--- src/rtl/timer_dev_pkg.sv ---
`default_nettype none
// ============================================================================
// Module      : timer_dev_pkg
// Description : Shared constants for the memory-mapped countdown timer.
//               Word offsets are reused by the CPU bridge and test bench.
//               Contents: word offsets, MODE encodings, CTRL bit indices,
//               FSM state encoding.
// Revision    : 1.0 - initial release
// ============================================================================
package timer_dev_pkg;

   // Word offsets within the device window (PrAddr[3:2])
   localparam logic [1:0] ADDR_CTRL   = 2'd0;
   localparam logic [1:0] ADDR_PRESET = 2'd1;
   localparam logic [1:0] ADDR_COUNT  = 2'd2;
   localparam logic [1:0] ADDR_RSVD   = 2'd3;

   // CTRL.MODE encodings; 2'b10 and 2'b11 fall back to one-shot
   localparam logic [1:0] MODE_ONESHOT = 2'b00;
   localparam logic [1:0] MODE_RELOAD  = 2'b01;

   // CTRL bit indices
   localparam int CTRL_EN      = 0;
   localparam int CTRL_MODE_LO = 1;
   localparam int CTRL_MODE_HI = 2;
   localparam int CTRL_IM      = 3;

   // Timer FSM states
   typedef enum logic [1:0] {
      ST_IDLE = 2'd0,
      ST_LOAD = 2'd1,
      ST_CNT  = 2'd2,
      ST_INT  = 2'd3
   } state_t;

endpackage : timer_dev_pkg
`default_nettype wire

--- src/rtl/timer_dev.sv ---
`default_nettype none
// ============================================================================
// Module      : timer_dev
// Description : Memory-mapped countdown timer with one-shot and auto-reload
//               modes and one maskable interrupt line.
// Ports       : clk    - system clock, rising edge
//               reset  - asynchronous active-low reset
//               addr   - word offset (0=CTRL, 1=PRESET, 2=COUNT, 3=reserved)
//               we     - bus write strobe, completes in the same cycle
//               wd     - bus write data
//               rd     - combinational read data selected by addr
//               irq    - interrupt request to the CPU
// Revision    : 1.0 - initial release
// ============================================================================
module timer_dev
   import timer_dev_pkg::*;
#(
   parameter int CTRL_BITS = 4
) (
   input  logic        clk,
   input  logic        reset,
   input  logic [1:0]  addr,
   input  logic        we,
   input  logic [31:0] wd,
   output logic [31:0] rd,
   output logic        irq
);

   logic [CTRL_BITS-1:0] r_ctrl;
   logic [31:0]          r_preset;
   logic [31:0]          r_count;
   logic                 r_irq_flag;
   state_t               r_state;

   logic                 w_wr_ctrl;
   logic                 w_wr_preset;
   logic                 w_en;
   logic                 w_im;
   logic                 w_reload;
   logic                 w_irq_pulse;

   assign w_wr_ctrl   = we && (addr == ADDR_CTRL);
   assign w_wr_preset = we && (addr == ADDR_PRESET);

   // All FSM decisions come from the registered CTRL, never from wd
   assign w_en        = r_ctrl[CTRL_EN];
   assign w_im        = r_ctrl[CTRL_IM];
   assign w_reload    = (r_ctrl[CTRL_MODE_HI:CTRL_MODE_LO] == MODE_RELOAD);

   // Auto-reload interrupt lasts exactly the INT cycle
   assign w_irq_pulse = (r_state == ST_INT) && w_reload;
   assign irq         = w_im && (r_irq_flag || w_irq_pulse);

   always_comb begin
      rd = '0;
      case (addr)
         ADDR_CTRL:   rd[CTRL_BITS-1:0] = r_ctrl;
         ADDR_PRESET: rd = r_preset;
         ADDR_COUNT:  rd = r_count;
         default:     rd = '0;
      endcase
   end

   always_ff @(posedge clk or negedge reset) begin
      if (!reset) begin
         r_ctrl     <= '0;
         r_preset   <= '0;
         r_count    <= '0;
         r_irq_flag <= 1'b0;
         r_state    <= ST_IDLE;
      end else begin
         if (w_wr_ctrl) begin
            r_ctrl <= wd[CTRL_BITS-1:0];
         end
         if (w_wr_preset) begin
            r_preset <= wd;
         end
         // Any CTRL/PRESET write acknowledges the flag; a set in INT below
         // is assigned later and therefore wins in the same cycle.
         if (w_wr_ctrl || w_wr_preset) begin
            r_irq_flag <= 1'b0;
         end

         case (r_state)
            ST_IDLE: begin
               if (w_en) begin
                  r_state <= ST_LOAD;
               end
            end
            ST_LOAD: begin
               r_count <= r_preset;
               r_state <= ST_CNT;
            end
            ST_CNT: begin
               if (!w_en) begin
                  r_state <= ST_IDLE;          // COUNT freezes
               end else if (r_count > 32'd1) begin
                  r_count <= r_count - 32'd1;
               end else begin
                  // Covers PRESET=0 too, so COUNT never wraps below zero
                  r_count <= '0;
                  r_state <= ST_INT;
               end
            end
            ST_INT: begin
               if (w_reload) begin
                  r_state <= w_en ? ST_LOAD : ST_IDLE;
               end else begin
                  r_irq_flag <= 1'b1;
                  // A simultaneous bus write to CTRL keeps the written EN
                  if (!w_wr_ctrl) begin
                     r_ctrl[CTRL_EN] <= 1'b0;
                  end
                  r_state <= ST_IDLE;
               end
            end
            default: r_state <= ST_IDLE;
         endcase
      end
   end

endmodule : timer_dev
`default_nettype wire

--- config.mk ---
export PLATFORM = sky130hd
export DESIGN_NAME = timer_dev
export DESIGN_NICKNAME = d
export VERILOG_FILES = /design/src/rtl/timer_dev_pkg.sv /design/src/rtl/timer_dev.sv
export SDC_FILE = /design/constraint.sdc
export NUM_CORES = 1
export LEC_CHECK = 0
export ABC_AREA = 1
export CORE_ASPECT_RATIO = 0.75
export CORE_UTILIZATION = 47
export CTS_CLUSTER_SIZE = 12
export DETAILED_ROUTE_END_ITERATION = 10
export PLACE_DENSITY = 0.77
export SYNTH_ARGS = -nofsm -noshare
export SYNTH_HDL_FRONTEND = slang
export SYNTH_SLANG_ARGS = --single-unit
--- constraint.sdc ---
create_clock -name clk -period 1.95 [get_ports clk]
set_input_delay 0.39 -clock clk [delete_from_list [all_inputs] [get_ports clk]]
set_output_delay 0.39 -clock clk [all_outputs]
set_load 0.005 [all_outputs]
==> results_tabular.tex, run 1 <==
\begin{tabular}{lr}
\hline
Metric & Value \\
\hline
\multicolumn{2}{l}{\textbf{Pwr}} \\
\quad Proportion of power drawn by the clock network & 22.0\% \\
\quad Power spent charging and discharging nets & 3.65 mW \\
\quad Cell-internal power & 4.60 mW \\
\quad Switching fraction of total power & 44.2\% \\
\quad Share of power burned in combinational logic & 46.7\% \\
\quad Overall power consumption & 8.25 mW \\
\quad Power per cell area & 1330 nW/um\^{}2 \\
\quad Worst IR drop on VDD & 642 uV \\
\quad Sequential cell fraction of total power & 31.3\% \\
\quad Leakage & 2.95 nW \\
\multicolumn{2}{l}{\textbf{Routing}} \\
\quad Sum of routed wire length over all layers & 14600 microns \\
\quad DR vias & 4820 \\
\quad Number of remaining DRC errors & 0 \\
\quad Number of optimization iterations in the first detailed-route pass & 5 \\
\quad Vias/cell & 5.52 \\
\quad WL per Instance & 16.8 microns \\
\quad Number of DRC violations after detailed-routing iteration 0 & 428 \\
\quad Antenna Violating Nets Remaining & 0 \\
\multicolumn{2}{l}{\textbf{Cells and area}} \\
\quad Synth-to-layout area growth & 35.3\% \\
\quad Diode insertion count for antenna repair & 0 \\
\quad Share of post-route cells with drive strength above 1 & 21.5\% \\
\quad Register area & 1780 sq um \\
\quad Area taken by multi-input logic gates & 2640 sq um \\
\quad Core occupancy in the finished layout & 67.0\% \\
\quad Fill count & 783 \\
\quad Final net count & 783 \\
\multicolumn{2}{l}{\textbf{Setup path}} \\
\quad Origin of the critical flop-to-flop path & r\_count[3] \\
\quad Startpoint type of the worst setup path & input pin \\
\quad Arrival time reported for the critical path endpoint & 1.56 ns \\
\quad Highest fanout seen on the critical path & 7 \\
\quad End of the worst register-to-register path & r\_count[31] \\
\quad WP data required & 1.56 ns \\
\quad Number of cell instances on the worst register-to-register path & 11 \\
\quad Type of the worst setup path & input pin to output pin \\
\quad Element type at the critical path end & output pin \\
\quad Worst setup slack for register-to-register paths & 0.13 ns \\
\multicolumn{2}{l}{\textbf{Die}} \\
\quad Cell Rows & 30 \\
\quad Total Die Area & 10100 sq um \\
\quad Starting density of the core & 49.5\% \\
\quad Die X & 116 microns \\
\quad Core area & 9230 sq um \\
\quad Vertical extent of the die & 87.4 microns \\
\quad \# IOs & 70 \\
\multicolumn{2}{l}{\textbf{Synth}} \\
\quad Xor and xnor area share after synthesis & 3.07\% \\
\quad Simple logic cell fraction of the synthesized area & 34.9\% \\
\quad Portion of the post-synthesis area used by sequential elements & 38.9\% \\
\quad Syn\_nets & 683 \\
\quad Leading cell types by total area after synthesis & sky130\_fd\_sc\_hd\_\_dfrtp\_1 39\%, sky130\_fd\_sc\_hd\_\_nand2\_1 23\%, sky130\_fd\_sc\_hd\_\_mux2\_2 6.2\% \\
\quad Most used DFF post-synth & sky130\_fd\_sc\_hd\_\_dfrtp\_1 \\
\quad Most common cell in the netlist & sky130\_fd\_sc\_hd\_\_nand2\_1 \\
\quad Synth unique cells & 32 \\
\quad Average footprint of a synthesized cell & 7.14 sq um \\
\quad Top cell type's share of synthesized area & 38.9\% \\
\quad Compound-cell area share of the yosys netlist & 9.39\% \\
\quad Library cell occupying the most area in the post-synthesis netlist & sky130\_fd\_sc\_hd\_\_dfrtp\_1 \\
\quad Number of synthesized register bits & 71 \\
\quad Post-Syn Area & 4570 sq um \\
\quad Total number of yosys warnings & 0 \\
\quad Syn Inst Count & 640 \\
\quad Largest family of logic cells by synthesized area & simple AND/OR/NAND/NOR gates \\
\quad Count of flip-flops with a built-in enable after synthesis & 0 \\
\quad Most used standard cells in the synthesized netlist & 280 x sky130\_fd\_sc\_hd\_\_nand2\_1, 71 x sky130\_fd\_sc\_hd\_\_dfrtp\_1, 54 x sky130\_fd\_sc\_hd\_\_nor2\_1, 39 x sky130\_fd\_sc\_hd\_\_inv\_1, 31 x sky130\_fd\_sc\_hd\_\_a21oi\_1 \\
\quad Synth async-reset ratio & 100\% \\
\quad Post-Synth Adder-Cell Area & 1.64\% \\
\quad Mux cell area share after synthesis & 6.16\% \\
\multicolumn{2}{l}{\textbf{Timing}} \\
\quad Pin slew with the least headroom to its limit & 0.568 ns \\
\quad Final setup viols & 1 \\
\quad Number of max-slew violations in the final report & 0 \\
\quad Setup clock skew after layout & 0.00724 ns \\
\quad Post-route setup slack & -0.0000995 ns \\
\quad Worst slew slack as a fraction of its limit & 62.0\% \\
\quad Final Hold Vio Count & 3 \\
\quad Worst-case hold slack & -0.00358 ns \\
\quad Achievable Freq & 513 MHz \\
\quad Final worst path period need & 1.95 ns \\
\quad Tcrit/Tclk final & 100\% \\
\multicolumn{2}{l}{\textbf{Place}} \\
\quad Input/output buffers & 69 \\
\quad Routability congestion estimate from global placement & 0.965 \\
\quad Detailed placer's ending HPWL & 10100 microns \\
\multicolumn{2}{l}{\textbf{Clock tree}} \\
\quad Quantity of hold-fixing buffers added after cts & 0 \\
\quad Number of levels in the clock H-tree & 3 \\
\quad Root Driver & sky130\_fd\_sc\_hd\_\_clkbuf\_16 \\
\quad Number of clock buffers inserted by TritonCTS & 9 \\
\quad Clock latency reported for the late side of the worst-skew pair & 0.34 ns \\
\quad Buffer levels on the longest clock path & 2 \\
\quad CTS tree & built \\
\quad Clock Sink Count & 71 \\
\quad Clock transition at the registers of the reported paths & 0.06 ns \\
\multicolumn{2}{l}{\textbf{Global routing}} \\
\quad Number of global-route vias before repair & 4584 \\
\quad Antenna violations before repair & 0 \\
\quad Largest net degree at the start of global routing & 32 \\
\quad First-pass GRT wire length & 23400 microns \\
\quad Global route total overflow & 0 \\
\quad Combined global-route utilization of all metal layers & 31.0\% \\
\multicolumn{2}{l}{\textbf{Job}} \\
\quad Max Cap Viol & 0 \\
\multicolumn{2}{l}{\textbf{Status}} \\
\quad Result of the run & finished, violations left \\
\quad Violated checks & hold timing, setup timing \\
\multicolumn{2}{l}{\textbf{Hold path}} \\
\quad Worst hold-check path type & input pin to asynchronous set/reset pin \\
\hline
\end{tabular}
-- timing repair --
action                     4_1_cts  5_1_grt
buffers inserted                11        0
hold endpoints to repair         0        0
setup endpoints to repair       33       45
pin swaps                        3        2
gates cloned                     2        0
resized for setup               68       44
-- state kept, by name (all words and copies together), names as in the netlist --
register and count:
r_preset 32, r_count 32, r_state 2, r_irq_flag 1
r_ctrl 4
-- area by class of cell --
| type | instances | share of cell area, % |
|---|---|---|
| clock inverter | 7 | 1.66 |
| tap | 128 | 2.59 |
| timing repair buffer | 113 | 18.1 |
| sequential | 71 | 28.7 |
| inverter | 41 | 2.53 |
| multi-input combinational | 504 | 42.7 |
| clock buffer | 9 | 3.64 |
-- critical path, stage by stage --
cell	delay, ns
sky130_fd_sc_hd__buf_4	0.14
sky130_fd_sc_hd__inv_4	0.07
sky130_fd_sc_hd__ha_4	0.17
sky130_fd_sc_hd__buf_6	0.11
sky130_fd_sc_hd__buf_12	0.11
sky130_fd_sc_hd__buf_8	0.12
sky130_fd_sc_hd__nand2_1	0.07
sky130_fd_sc_hd__a21oi_2	0.15
sky130_fd_sc_hd__clkdlybuf4s15_1	0.22
-- cells by family (layout without fill, tap and decap cells) --
kind of cell / Yosys count / count (layout)
multiplexers: 25 / 25
XOR/XNOR: 16 / 16
buffers and inverters: 65 / 170
flip-flops: 71 / 71
adder cells (fa/ha/maj): 6 / 6
AO/OA/AOI/OAI: 75 / 75
AND/OR/NAND/NOR: 382 / 382
-- per-stage QoR --
stage	cells	area (sq um)	setup TNS (ns)	setup slack, ns
final	873	6180	-0.0000995	-0.0000995
after global routing	873	6180	-0.0162	-0.0162
after CTS	874	6120	-0.0357	-0.0188
after detailed placement	845	5640	-26.88	-0.697
after global placement	845	5640	-22.47	-0.634
after floorplan	640	4570	0	0.287
-- power groups by stage --
stage	clock network [mW]	registers, mW	logic (mW)
6_report	1.81	2.58	3.86
5_1_grt	1.89	2.63	4.25
2_1_floorplan	0	2.40	2.41
3_3_place_gp	0	2.52	3.53
3_5_place_dp	0	2.54	3.62
4_1_cts	1.82	2.52	3.69
-- metal layers --
metal	share of wire, %	routed length [microns]	track usage (%)
met4	2.0	293	10.1
met2	43	6230	45.2
met3	10	1530	8.49
met1	45	6580	44.4
met5	0	0	0
-- how the worst max path moves through the flow --
stage,from,to,slack [ns],depth (start not counted)
after floorplan,addr[1],rd[2],0.29,8
after global placement,addr[0],rd[18],-0.63,7
after detailed placement,addr[0],rd[18],-0.70,7
after CTS,addr[0],rd[20],-0.02,9
after global routing,addr[0],rd[7],-0.02,9
final,addr[0],rd[7],-0.0001,9
-- cells in the final DEF, fill, tap and decap left out, drive strengths merged, types with 8 or more instances in the layout --
cell | synthesis | final
xnor2 | 8 | 8
xor2 | 8 | 8
nand2 | 284 | 284
a21oi | 31 | 31
clkdlybuf4s15 | 0 | 14
mux2 | 25 | 25
o21ai | 36 | 36
inv | 41 | 44
clkdlybuf4s50 | 0 | 33
buf | 10 | 47
nor2 | 69 | 69
clkbuf | 14 | 15
nand3 | 24 | 24
dlygate4sd2 | 0 | 12
dfrtp | 71 | 71
Note: power is estimated with default switching activity, not from simulation.
==> run 2: changes to the inputs <==
--- a/config.mk
+++ b/config.mk
@@ -8,6 +8,7 @@
 export ABC_AREA = 1
 export CORE_ASPECT_RATIO = 0.75
 export CORE_UTILIZATION = 47
+export CTS_BUF_LIST = sky130_fd_sc_hd__clkbuf_2
 export CTS_CLUSTER_SIZE = 12
 export DETAILED_ROUTE_END_ITERATION = 10
 export PLACE_DENSITY = 0.77
==> run 2 against run 1 <==
Against the previous run: the flow finishes with violations (setup timing); first-iteration DRC count increased by 1.2%; combinational power increased by 16%; utilization increased by 1.7 points; critical path type is now flip-flop to output pin.
==> results_tabular.tex, run 2 (synthesis gave the netlist of run 1 again) <==
\begin{tabular}{lr}
\hline
Metric & Value \\
\hline
\multicolumn{2}{l}{\textbf{Setup path}} \\
\quad Worst setup slack for register-to-register paths & 0.06 ns (was 0.13 ns) \\
\quad Startpoint type of the worst setup path & flip-flop (was input pin) \\
\quad Buf/Inv on CP & 4 (was 6) \\
\quad Element type at the critical path end & output pin (unchanged) \\
\quad Highest fanout seen on the critical path & 2 (was 7) \\
\quad Series of cell instances along the critical path & buf\_4, buf\_6, nand2\_2, nand3\_2, nand2\_1, inv\_1, buf\_2 (was buf\_4, inv\_4, ha\_4, buf\_6, buf\_12, buf\_8, nand2\_1, a21oi\_2, clkdlybuf4s15\_1) \\
\quad Type of the worst setup path & flip-flop to output pin (was input pin to output pin) \\
\quad WP data required & 1.56 ns (about the same) \\
\quad Arrival time reported for the critical path endpoint & 1.57 ns (was 1.56 ns) \\
\quad Delay of the slowest cell on the worst path & 0.44 ns (was 0.22 ns) \\
\quad Family with the most delay on the worst path & flip-flops (was buffers and inverters) \\
\quad Cell type of the slowest stage on the worst timing path & sky130\_fd\_sc\_hd\_\_dfrtp\_1 (was sky130\_fd\_sc\_hd\_\_clkdlybuf4s15\_1) \\
\multicolumn{2}{l}{\textbf{Timing}} \\
\quad Unrepaired setup endpoints after global routing & true \\
\quad Achievable Freq & 511 MHz (was 513 MHz) \\
\quad Tcrit/Tclk final & 100\% (about the same) \\
\quad Pin slew with the least headroom to its limit & 0.575 ns (was 0.568 ns) \\
\quad Final Hold Vio Count & 0 (was 3) \\
\quad Final worst path period need & 1.96 ns (was 1.95 ns) \\
\quad Number of max-slew violations in the final report & 0 (unchanged) \\
\quad Worst slew slack as a fraction of its limit & 61.6\% (was 62.0\%) \\
\quad Final setup viols & 1 (unchanged) \\
\quad Setup\_tns & -0.00869 ns (was -0.0000995 ns) \\
\quad Worst-case hold slack & 0.261 ns (was -0.00358 ns) \\
\quad Setup clock skew after layout & 0.0340 ns (was 0.00724 ns) \\
\quad Post-route setup slack & -0.00869 ns (was -0.0000995 ns) \\
\multicolumn{2}{l}{\textbf{Cells and area}} \\
\quad Synth-to-layout area growth & 38.6\% (was 35.3\%) \\
\quad Count of placed standard cells in the final layout, fillers left out & 910 (was 873) \\
\quad Top library cells by usage in the layout, fill and taps aside & 267 x sky130\_fd\_sc\_hd\_\_nand2\_1, 63 x sky130\_fd\_sc\_hd\_\_buf\_4, 51 x sky130\_fd\_sc\_hd\_\_dfrtp\_1 (was 278 x sky130\_fd\_sc\_hd\_\_nand2\_1, 70 x sky130\_fd\_sc\_hd\_\_dfrtp\_1, 49 x sky130\_fd\_sc\_hd\_\_nor2\_1) \\
\quad Final net count & 820 (was 783) \\
\quad Share of post-route cells with drive strength above 1 & 30.9\% (was 21.5\%) \\
\quad Diode insertion count for antenna repair & 0 (unchanged) \\
\quad Area of all placed cells without fillers & 6340 sq um (was 6180 sq um) \\
\quad Leading cell type in the layout, fill and taps excluded & sky130\_fd\_sc\_hd\_\_nand2\_1 (unchanged) \\
\quad Largest registers ranked by flip-flop count & r\_count (32), r\_preset (32), r\_ctrl (4) (unchanged) \\
\quad Core occupancy in the finished layout & 68.6\% (was 67.0\%) \\
\multicolumn{2}{l}{\textbf{Routing}} \\
\quad Antenna Violating Nets Remaining & 0 (unchanged) \\
\quad WL per Instance & 17.0 microns (was 16.8 microns) \\
\quad Vias/cell & 5.38 (was 5.52) \\
\quad Sum of routed wire length over all layers & 15400 microns (was 14600 microns) \\
\quad Number of optimization iterations in the first detailed-route pass & 5 (unchanged) \\
\quad Number of remaining DRC errors & 0 (unchanged) \\
\quad DR vias & 4898 (was 4820) \\
\quad Number of DRC violations after detailed-routing iteration 0 & 433 (was 428) \\
\multicolumn{2}{l}{\textbf{Place}} \\
\quad Routability congestion estimate from global placement & 0.965 (unchanged) \\
\quad Cell area after placement & 5640 sq um (unchanged) \\
\quad Detailed placer's ending HPWL & 10100 microns (unchanged) \\
\quad Input/output buffers & 69 (unchanged) \\
\quad DP Worst Slack & -0.697 ns (unchanged) \\
\quad Post-placement cell count & 845 (unchanged) \\
\multicolumn{2}{l}{\textbf{Status}} \\
\quad Violated checks & setup timing (was hold timing, setup timing) \\
\quad Result of the run & finished, violations left (unchanged) \\
\multicolumn{2}{l}{\textbf{Clock tree}} \\
\quad Clock transition at the registers of the reported paths & 0.23 ns (was 0.06 ns) \\
\quad Number of clock buffers inserted by TritonCTS & 9 (unchanged) \\
\quad CTS tree & built (unchanged) \\
\quad Root Driver & sky130\_fd\_sc\_hd\_\_clkbuf\_2 (was sky130\_fd\_sc\_hd\_\_clkbuf\_16) \\
\quad Clock Sink Count & 71 (unchanged) \\
\quad Clock latency reported for the late side of the worst-skew pair & 0.58 ns (was 0.34 ns) \\
\quad Number of levels in the clock H-tree & 3 (unchanged) \\
\quad Buffer levels on the longest clock path & 2 (unchanged) \\
\multicolumn{2}{l}{\textbf{Global routing}} \\
\quad Antenna violations before repair & 0 (unchanged) \\
\quad Combined global-route utilization of all metal layers & 31.8\% (was 31.0\%) \\
\quad Global route total overflow & 0 (unchanged) \\
\quad Largest net degree at the start of global routing & 32 (unchanged) \\
\quad First-pass GRT wire length & 23800 microns (was 23400 microns) \\
\quad Number of global-route vias before repair & 4633 (was 4584) \\
\multicolumn{2}{l}{\textbf{Pwr}} \\
\quad Leakage & 3.09 nW (was 2.95 nW) \\
\quad Worst IR drop on VDD & 604 uV (was 642 uV) \\
\quad Power per cell area & 1260 nW/um\^{}2 (was 1330 nW/um\^{}2) \\
\quad Overall power consumption & 8.01 mW (was 8.25 mW) \\
\multicolumn{2}{l}{\textbf{Die}} \\
\quad Total Die Area & 10100 sq um (unchanged) \\
\quad Vertical extent of the die & 87.4 microns (unchanged) \\
\quad Starting density of the core & 49.5\% (unchanged) \\
\quad Core area & 9230 sq um (unchanged) \\
\quad \# IOs & 70 (unchanged) \\
\quad Die X & 116 microns (unchanged) \\
\quad Cell Rows & 30 (unchanged) \\
\multicolumn{2}{l}{\textbf{Job}} \\
\quad Max Cap Viol & 0 (unchanged) \\
\multicolumn{2}{l}{\textbf{Hold path}} \\
\quad Worst hold-check path type & input pin to asynchronous set/reset pin (unchanged) \\
\hline
\end{tabular}
-- run 2: what timing repair did --
action / 4_1_cts / 5_1_grt
pin swaps: 4 / 13
gates cloned: 2 / 1
setup endpoints to repair: 33 / 63
resized for setup: 82 / 86
hold buffers: 1 / 0
setup buffers: 28 / 20
endpoints found under the hold margin: 17 / 0
-- run 2: power by group --
part / switching [mW] / leakage, nW / internal [mW]
Combinational: 2.63 / 2.16 / 1.84
Clock: 0.608 / 0.0835 / 0.440
Sequential: 0.517 / 0.846 / 1.98
-- run 2: path summary, 6_finish.rpt --
path | cells after the start | start | end
max reg2reg | 13 | r_count[0] | r_count[4]
max in group asynchronous | 3 | reset | r_count[26]
min in group clk | 3 | wd[4] | r_preset[4]
min | 2 | reset | r_preset[4]
min reg2reg | 1 | r_irq_flag | r_irq_flag
max | 7 | r_ctrl[2] | rd[2]
-- run 2: area by class of cell --
type                            instances  area, sq um
Inverter                               41          164
Tap cell                              128          160
Fill cell                             768         2900
Clock buffer                            9         45.0
Multi-Input combinational cell        504         2700
Timing Repair Buffer                  150         1360
Sequential cell                        71         1800
Clock inverter                          7          103
-- run 2: per-layer routing --
layer  wire, microns  vias up  track usage [%]
li1                -     2296                -
met3            1590       26             10.4
met5               0        -                0
met2            6720      239             45.1
met1            6890     2337             45.3
met4             231        0             10.4
-- run 2: worst reg2reg max path: stages (launching register included) --
cell and delay, ns:
sky130_fd_sc_hd__dfrtp_1 0.45, sky130_fd_sc_hd__buf_4 0.16, sky130_fd_sc_hd__inv_2 0.09, sky130_fd_sc_hd__ha_4 0.17
sky130_fd_sc_hd__nand2_4 0.09, sky130_fd_sc_hd__nor2_8 0.15, sky130_fd_sc_hd__nor2_4 0.07, sky130_fd_sc_hd__nor2_4 0.12
sky130_fd_sc_hd__nor2_4 0.06, sky130_fd_sc_hd__buf_4 0.15, sky130_fd_sc_hd__nand2_1 0.05, sky130_fd_sc_hd__o21ai_0 0.07
sky130_fd_sc_hd__nand2_1 0.08, sky130_fd_sc_hd__nand2_1 0.07
==> run 3: changes to the inputs <==
--- a/config.mk
+++ b/config.mk
@@ -11,6 +11,7 @@
 export CTS_BUF_LIST = sky130_fd_sc_hd__clkbuf_2
 export CTS_CLUSTER_SIZE = 12
 export DETAILED_ROUTE_END_ITERATION = 10
+export GPL_TIMING_DRIVEN = 1
 export PLACE_DENSITY = 0.77
 export SYNTH_ARGS = -nofsm -noshare
 export SYNTH_HDL_FRONTEND = slang
==> results of run 3 <==
The final DEF is identical to that of run 2; final timing and power are the same.
